===== config.mk =====
export PLATFORM = sky130hd
export DESIGN_NAME = fetcher
export DESIGN_NICKNAME = d
export VERILOG_FILES = /design/src/rtl/bgpu_pkg.sv /design/src/rtl/warp_rr_select.sv /design/src/rtl/fetcher.sv
export SDC_FILE = /design/constraint.sdc
export NUM_CORES = 1
export LEC_CHECK = 0
export CORE_MARGIN = 1
export CORE_UTILIZATION = 40
export DETAILED_ROUTE_END_ITERATION = 10
export SYNTH_ARGS = -nofsm -noshare
export SYNTH_HDL_FRONTEND = slang
export SYNTH_SLANG_ARGS = --single-unit

===== constraint.sdc =====
create_clock -name clk_i -period 22.7 [get_ports clk_i]
set_clock_uncertainty 0.2 [all_clocks]
set_input_delay 2.27 -clock clk_i [delete_from_list [all_inputs] [get_ports clk_i]]
set_output_delay 2.27 -clock clk_i [all_outputs]
set_load 0.005 [all_outputs]

===== src/rtl/bgpu_pkg.sv =====
// ============================================================
// bgpu_pkg: shared types and helpers for the warp front end
// Rev 1.0
// ============================================================
`default_nettype none

package bgpu_pkg;

   typedef enum logic [1:0] {
      FE_IDLE     = 2'd0,
      FE_READY    = 2'd1,
      FE_WAIT_DEC = 2'd2,
      FE_WAIT_BRU = 2'd3
   } fetch_state_e;

   function automatic int unsigned wrap_inc(input int unsigned val, input int unsigned modulus);
      return (val + 1 >= modulus) ? 0 : val + 1;
   endfunction

endpackage

`default_nettype wire


===== src/rtl/warp_rr_select.sv =====
// ============================================================
// warp_rr_select: combinational round-robin pick of one requesting warp
// Rev 1.0
// ============================================================
`default_nettype none

module warp_rr_select #(
   parameter int NumWarps = 8,
   parameter int WidWidth = NumWarps > 1 ? $clog2(NumWarps) : 1
) (
   input  logic [NumWarps-1:0] req_i,
   input  logic [WidWidth-1:0] ptr_i,
   output logic                grant_valid_o,
   output logic [WidWidth-1:0] grant_id_o
);

   logic [WidWidth:0]   sum;
   logic [WidWidth-1:0] idx;

   // Scan from the farthest offset down so the nearest request to the pointer wins.
   always_comb begin
      grant_valid_o = 1'b0;
      grant_id_o    = '0;
      sum           = '0;
      idx           = '0;
      for (int i = NumWarps - 1; i >= 0; i--) begin
         sum = {1'b0, ptr_i} + (WidWidth + 1)'(i);
         if (sum >= (WidWidth + 1)'(NumWarps)) begin
            sum = sum - (WidWidth + 1)'(NumWarps);
         end
         idx = sum[WidWidth-1:0];
         if (req_i[idx]) begin
            grant_valid_o = 1'b1;
            grant_id_o    = idx;
         end
      end
   end

endmodule

`default_nettype wire


===== src/rtl/fetcher.sv =====
// ============================================================
// fetcher: per-warp PC keeper and round-robin fetch request issuer
// Rev 1.0
// ============================================================
`default_nettype none

module fetcher
   import bgpu_pkg::*;
#(
   parameter int PcWidth        = 32,
   parameter int NumWarps       = 8,
   parameter int WarpWidth      = 32,
   parameter int SubwarpIdWidth = WarpWidth > 1 ? $clog2(WarpWidth) : 1,
   parameter int WidWidth       = NumWarps > 1 ? $clog2(NumWarps) : 1
) (
   input  logic                      clk_i,
   input  logic                      rst_i,
   input  logic                      start_valid_i,
   output logic                      start_ready_o,
   input  logic [PcWidth-1:0]        start_pc_i,
   input  logic [WarpWidth-1:0]      start_act_mask_i,
   input  logic                      ic_ready_i,
   output logic                      fe_valid_o,
   output logic [PcWidth-1:0]        fe_pc_o,
   output logic [WarpWidth-1:0]      fe_act_mask_o,
   output logic [WidWidth-1:0]       fe_warp_id_o,
   output logic [SubwarpIdWidth-1:0] fe_subwarp_id_o,
   input  logic                      dec_decoded_i,
   input  logic [WidWidth-1:0]       dec_decoded_warp_id_i,
   input  logic                      dec_stop_warp_i,
   input  logic                      dec_decoded_branch_i,
   input  logic [PcWidth-1:0]        dec_decoded_next_pc_i,
   input  logic                      bru_valid_i,
   input  logic [WidWidth-1:0]       bru_warp_id_i,
   input  logic [PcWidth-1:0]        bru_next_pc_i,
   output logic                      warp_stopped_o,
   output logic [WidWidth-1:0]       warp_stopped_id_o,
   output logic                      all_idle_o
);

   fetch_state_e          state [NumWarps];
   logic [PcWidth-1:0]    pc    [NumWarps];
   logic [WarpWidth-1:0]  mask  [NumWarps];
   logic [WidWidth-1:0]   rr_ptr;
   logic                  lock;
   logic [WidWidth-1:0]   lock_id;
   logic                  stopped;
   logic [WidWidth-1:0]   stopped_id;
   logic                  start_pend;

   logic [NumWarps-1:0]   idle_vec;
   logic [NumWarps-1:0]   ready_vec;
   logic [WidWidth-1:0]   start_id;
   logic                  start_fire;
   logic                  rr_valid;
   logic [WidWidth-1:0]   rr_id;
   logic                  sel_valid;
   logic [WidWidth-1:0]   sel_id;
   logic                  fetch_fire;

   always_comb begin
      idle_vec  = '0;
      ready_vec = '0;
      start_id  = '0;
      for (int w = NumWarps - 1; w >= 0; w--) begin
         idle_vec[w]  = (state[w] == FE_IDLE);
         ready_vec[w] = (state[w] == FE_READY);
         if (state[w] == FE_IDLE) begin
            start_id = WidWidth'(w);
         end
      end
   end

   warp_rr_select #(
      .NumWarps (NumWarps),
      .WidWidth (WidWidth)
   ) u_rr (
      .req_i         (ready_vec),
      .ptr_i         (rr_ptr),
      .grant_valid_o (rr_valid),
      .grant_id_o    (rr_id)
   );

   // A stalled request keeps its warp so pc/mask/id cannot change under the cache.
   assign sel_valid  = lock | rr_valid;
   assign sel_id     = lock ? lock_id : rr_id;
   assign fetch_fire = sel_valid & ic_ready_i;
   assign start_fire = start_valid_i & start_ready_o;

   assign start_ready_o     = |idle_vec;
   assign all_idle_o        = &idle_vec;
   assign fe_valid_o        = sel_valid;
   assign fe_pc_o           = sel_valid ? pc[sel_id]   : '0;
   assign fe_act_mask_o     = sel_valid ? mask[sel_id] : '0;
   assign fe_warp_id_o      = sel_valid ? sel_id       : '0;
   assign fe_subwarp_id_o   = '0;
   assign warp_stopped_o    = stopped;
   assign warp_stopped_id_o = stopped_id;

   always_ff @(posedge clk_i or posedge rst_i) begin
      if (rst_i) begin
         for (int w = 0; w < NumWarps; w++) begin
            state[w] <= FE_IDLE;
            pc[w]    <= '0;
            mask[w]  <= '0;
         end
         rr_ptr     <= '0;
         lock       <= 1'b0;
         lock_id    <= '0;
         stopped    <= 1'b0;
         stopped_id <= '0;
      end else begin
         for (int w = 0; w < NumWarps; w++) begin
            case (state[w])
               FE_IDLE: begin
                  if (start_fire && start_id == WidWidth'(w)) begin
                     state[w] <= FE_READY;
                     pc[w]    <= start_pc_i;
                     mask[w]  <= start_act_mask_i;
                  end
               end
               FE_READY: begin
                  if (fetch_fire && sel_id == WidWidth'(w)) begin
                     state[w] <= FE_WAIT_DEC;
                  end
               end
               FE_WAIT_DEC: begin
                  if (dec_decoded_i && dec_decoded_warp_id_i == WidWidth'(w)) begin
                     if (dec_stop_warp_i) begin
                        state[w] <= FE_IDLE;
                     end else if (dec_decoded_branch_i) begin
                        state[w] <= FE_WAIT_BRU;
                     end else begin
                        state[w] <= FE_READY;
                        pc[w]    <= dec_decoded_next_pc_i;
                     end
                  end
               end
               FE_WAIT_BRU: begin
                  if (bru_valid_i && bru_warp_id_i == WidWidth'(w)) begin
                     state[w] <= FE_READY;
                     pc[w]    <= bru_next_pc_i;
                  end
               end
               default: state[w] <= FE_IDLE;
            endcase
         end

         stopped <= dec_decoded_i & dec_stop_warp_i;
         if (dec_decoded_i && dec_stop_warp_i) begin
            stopped_id <= dec_decoded_warp_id_i;
         end

         if (fetch_fire) begin
            rr_ptr <= WidWidth'(wrap_inc(32'(sel_id), NumWarps));
            lock   <= 1'b0;
         end else if (sel_valid) begin
            lock    <= 1'b1;
            lock_id <= sel_id;
         end
      end
   end

   always_ff @(posedge clk_i or posedge rst_i) begin
      if (rst_i) begin
         start_pend <= 1'b0;
      end else begin
         start_pend <= start_valid_i & ~start_ready_o;
      end
   end

   always @(posedge clk_i) begin
      if (!rst_i) begin
         a_dec_state: assert (!dec_decoded_i || state[dec_decoded_warp_id_i] == FE_WAIT_DEC);
         a_bru_state: assert (!bru_valid_i || state[bru_warp_id_i] == FE_WAIT_BRU);
         a_start_hold: assert (!start_pend || start_valid_i);
      end
   end

endmodule

`default_nettype wire


==> flow_summary.ini <==
[floorplan]
floorplan.core_area_um2 = 74400
fp.dieH_um = 276
floorplan.initialDensity_pct = 40.4
rows = 100
dieArea_um2 = 76300
num_io_pins = 221
chipWidth_um = 276

[grt]
grt.overflow.total = 0
globalRouteMet1Util_pct = 33.4
groute.usage.overall_pct = 26.3
grt.busiest_layer = met2
vias_in_the_first_global_route = 25306
use_met2_pct = 44.7
antenna_violations_before_repair = 13
grtUsageMet3_pct = 4.41
grt_start_max_net_pins = 151
grt_first_pass_wirelength_mm = 156

[critical_path]
path_max_fanout = 127
critical_path_class = register to output pin
timing.critical_path.arrival_ns = 7.45
cp-end-kind = output pin
setup.worst_path.start_class = register
worst-r2r-cell-count = 14
required_time_of_the_critical_path_ns = 20.23

[status]
outcome = finished clean

[clock_network]
clk_latency_ns = 0.64
clk_root_buffer_cell = sky130_fd_sc_hd__clkbuf_16
post_cts.repair.setup_buffers = 0
h_tree_lvls = 2
maximum_number_of_buffers_from_clock_root_to_sink = 3
cts_buffers = 60
tritoncts = done
cts_num_sinks = 539
cts_resized = 0
cts_hold_buf = 0
cts.clk_slew.worst_paths_ns = 0.08

[drt]
detail_route.vias_per_cell = 6.02
finalWirelength_mm = 102
post_drt_wl_per_cell_um = 24.3
dr.first_iter.drc_count = 2176
drcViolationCount = 0
firstDrtPassIters = 6
route.antenna.remaining_nets = 0
dr_total_vias = 25176

[sta]
timing.final.crit_period_ns = 9.92
finalHoldViolCount = 0
timing.setup.tns_ns = 0
slew-limit-headroom_pct = 14.2
timing_worst_slew_pin_value_ns = 1.29
report.final.slew_viol_count = 0
rsz_0062_raised_after_global_routing = false
final-setup-viol-count = 0
fmaxAchievable_mhz = 101
finalCritPeriodShare_pct = 43.7

[synthesis]
synth_cell_type_count = 67
ys_dominant_reg_cell = sky130_fd_sc_hd__dfrtp_1
post_synth_inst_count = 3168
post-synth-top-area-cell = sky130_fd_sc_hd__dfrtp_1
synth_async_sr_flop_share_pct = 100
ys.warnings.count = 0
synth_edf_count = 0
yosys_register_bits = 539
seq_area_frac_synth_pct = 44.8
syn_avg_cell_area_um2 = 9.50
synthDominantCellAreaShare_pct = 44.8
ys_top_cells_by_area = sky130_fd_sc_hd__dfrtp_1 45%, sky130_fd_sc_hd__mux2_2 10%, sky130_fd_sc_hd__nand2_1 7.6%
syn_area_um2 = 30100

[finish]
multiInputGateArea_um2 = 15200
commonest_non_fill_non_tap_cells_in_the_layout = 607 x sky130_fd_sc_hd__nand2_1, 539 x sky130_fd_sc_hd__dfrtp_1, 332 x sky130_fd_sc_hd__a21oi_1
finish.net_count = 3342
final_core_utilization_pct = 46.7
seq_area_um2 = 13500
drive_gt1_share_pct = 15.1
area_growth_pct = 15.5
mostFrequentLayoutCell = sky130_fd_sc_hd__nand2_1
final.fill_count = 6892

[flow_run]
drv.max_cap_violation_count = 0

[place]
hpwlAfterDp_mm = 57.3
port-buffer-count = 215
routabilityCongestion = 0.872

[worst_hold_path]
hold_path_depth = 2
hold_path_class = register to register
-- through the flow --
step                hold slack, ns  instances  worst slack, ns  cell area (µm²)
floorplan                    0.249       3172             5.16            30100
global placement             0.260       4063            13.76            32600
detailed placement           0.270       4063            13.45            32600
CTS                          0.282       4177            12.80            34700
global route                 0.299       4181            12.40            34800
finish                       0.279       4183            12.78            34800
-- final cells by class --
class | count | area share, %
Antenna cell | 6 | 0.0432
Clock buffer | 93 | 5.43
Clock inverter | 21 | 0.709
Inverter | 38 | 0.454
Multi-Input combinational cell | 2249 | 43.7
Sequential cell | 539 | 38.8
Tap cell | 969 | 3.49
Timing Repair Buffer | 268 | 7.37
-- logic make-up after synthesis --
kind of cell | count (synthesis) | share of synthesized area, %
AO/OA/AOI/OAI | 1059 | 22.7
AND/OR/NAND/NOR | 706 | 9.26
flip-flops | 539 | 44.8
multiplexers | 432 | 16.1
buffers and inverters | 384 | 5.17
adder cells (fa/ha/maj) | 44 | 1.83
XOR/XNOR | 3 | 0.0873
other | 1 | 0.0125
-- sequential cells by signal, summed over array words and instances, names as in the netlist --
signal             cells
mask                 256
pc                   256
state                 16
lock_id                3
rr_ptr                 3
warp_stopped_id_o      3
lock                   1
warp_stopped_o         1
-- synth_stat cells, drive strengths merged, types with 2 or more instances --
library cell / number
a22oi: 4
nor3: 6
and2: 3
o21a: 2
nor3b: 2
o41ai: 2
nand4: 5
a221oi: 3
buf: 168
a221o: 2
a22o: 258
nand3: 16
a21o: 9
a21oi: 333
a222oi: 4
or2: 3
o31a: 2
ha: 44
inv: 37
mux2i: 148
o22ai: 64
xor2: 2
o2111ai: 3
nand2: 613
o21ai: 272
or3: 2
nor2: 36
nor2b: 7
nand2b: 5
o211ai: 2
nor4: 3
a211o: 70
dfrtp: 539
a31oi: 7
a211oi: 6
mux4: 14
and3: 4
o311ai: 2
mux2: 270
o31ai: 3
clkbuf: 178
-- per-layer routing --
layer | wire length [µm] | vias to the layer above
met1 | 41700 | 12577
met5 | 95 | -
met3 | 7370 | 254
li1 | - | 11298
met4 | 3270 | 16
met2 | 49300 | 1031
-- worst paths after layout --
path	start	endpoint	slack, ns
max in group asynchronous	rst_i	pc[216]	17.69
setup reg to reg	rr_ptr[1]	state[0]	16.55
setup / recovery	rr_ptr[1]	fe_pc_o[28]	12.78
hold reg to reg	pc[10]	pc[10]	0.28
min in group asynchronous	rst_i	mask[4]	2.01
hold / removal	pc[10]	pc[10]	0.28
-- critical path, cell delays in order (launching register included) --
cell                              delay [ns]
sky130_fd_sc_hd__dfrtp_1                0.81
sky130_fd_sc_hd__clkinv_1               0.49
sky130_fd_sc_hd__ha_1                   0.63
sky130_fd_sc_hd__mux4_2                 0.65
sky130_fd_sc_hd__mux2i_1                0.33
sky130_fd_sc_hd__o211ai_1               0.13
sky130_fd_sc_hd__a32oi_1                0.33
sky130_fd_sc_hd__nor2_4                 0.04
sky130_fd_sc_hd__buf_4                  0.35
sky130_fd_sc_hd__inv_8                  0.82
sky130_fd_sc_hd__buf_4                  0.89
sky130_fd_sc_hd__mux2i_1                0.30
sky130_fd_sc_hd__o22ai_1                0.11
sky130_fd_sc_hd__a211o_1                0.32
sky130_fd_sc_hd__clkdlybuf4s50_1        0.57
Power is not shown: default switching activity piles up to over one toggle a cycle in this logic, so the estimate is an artifact.
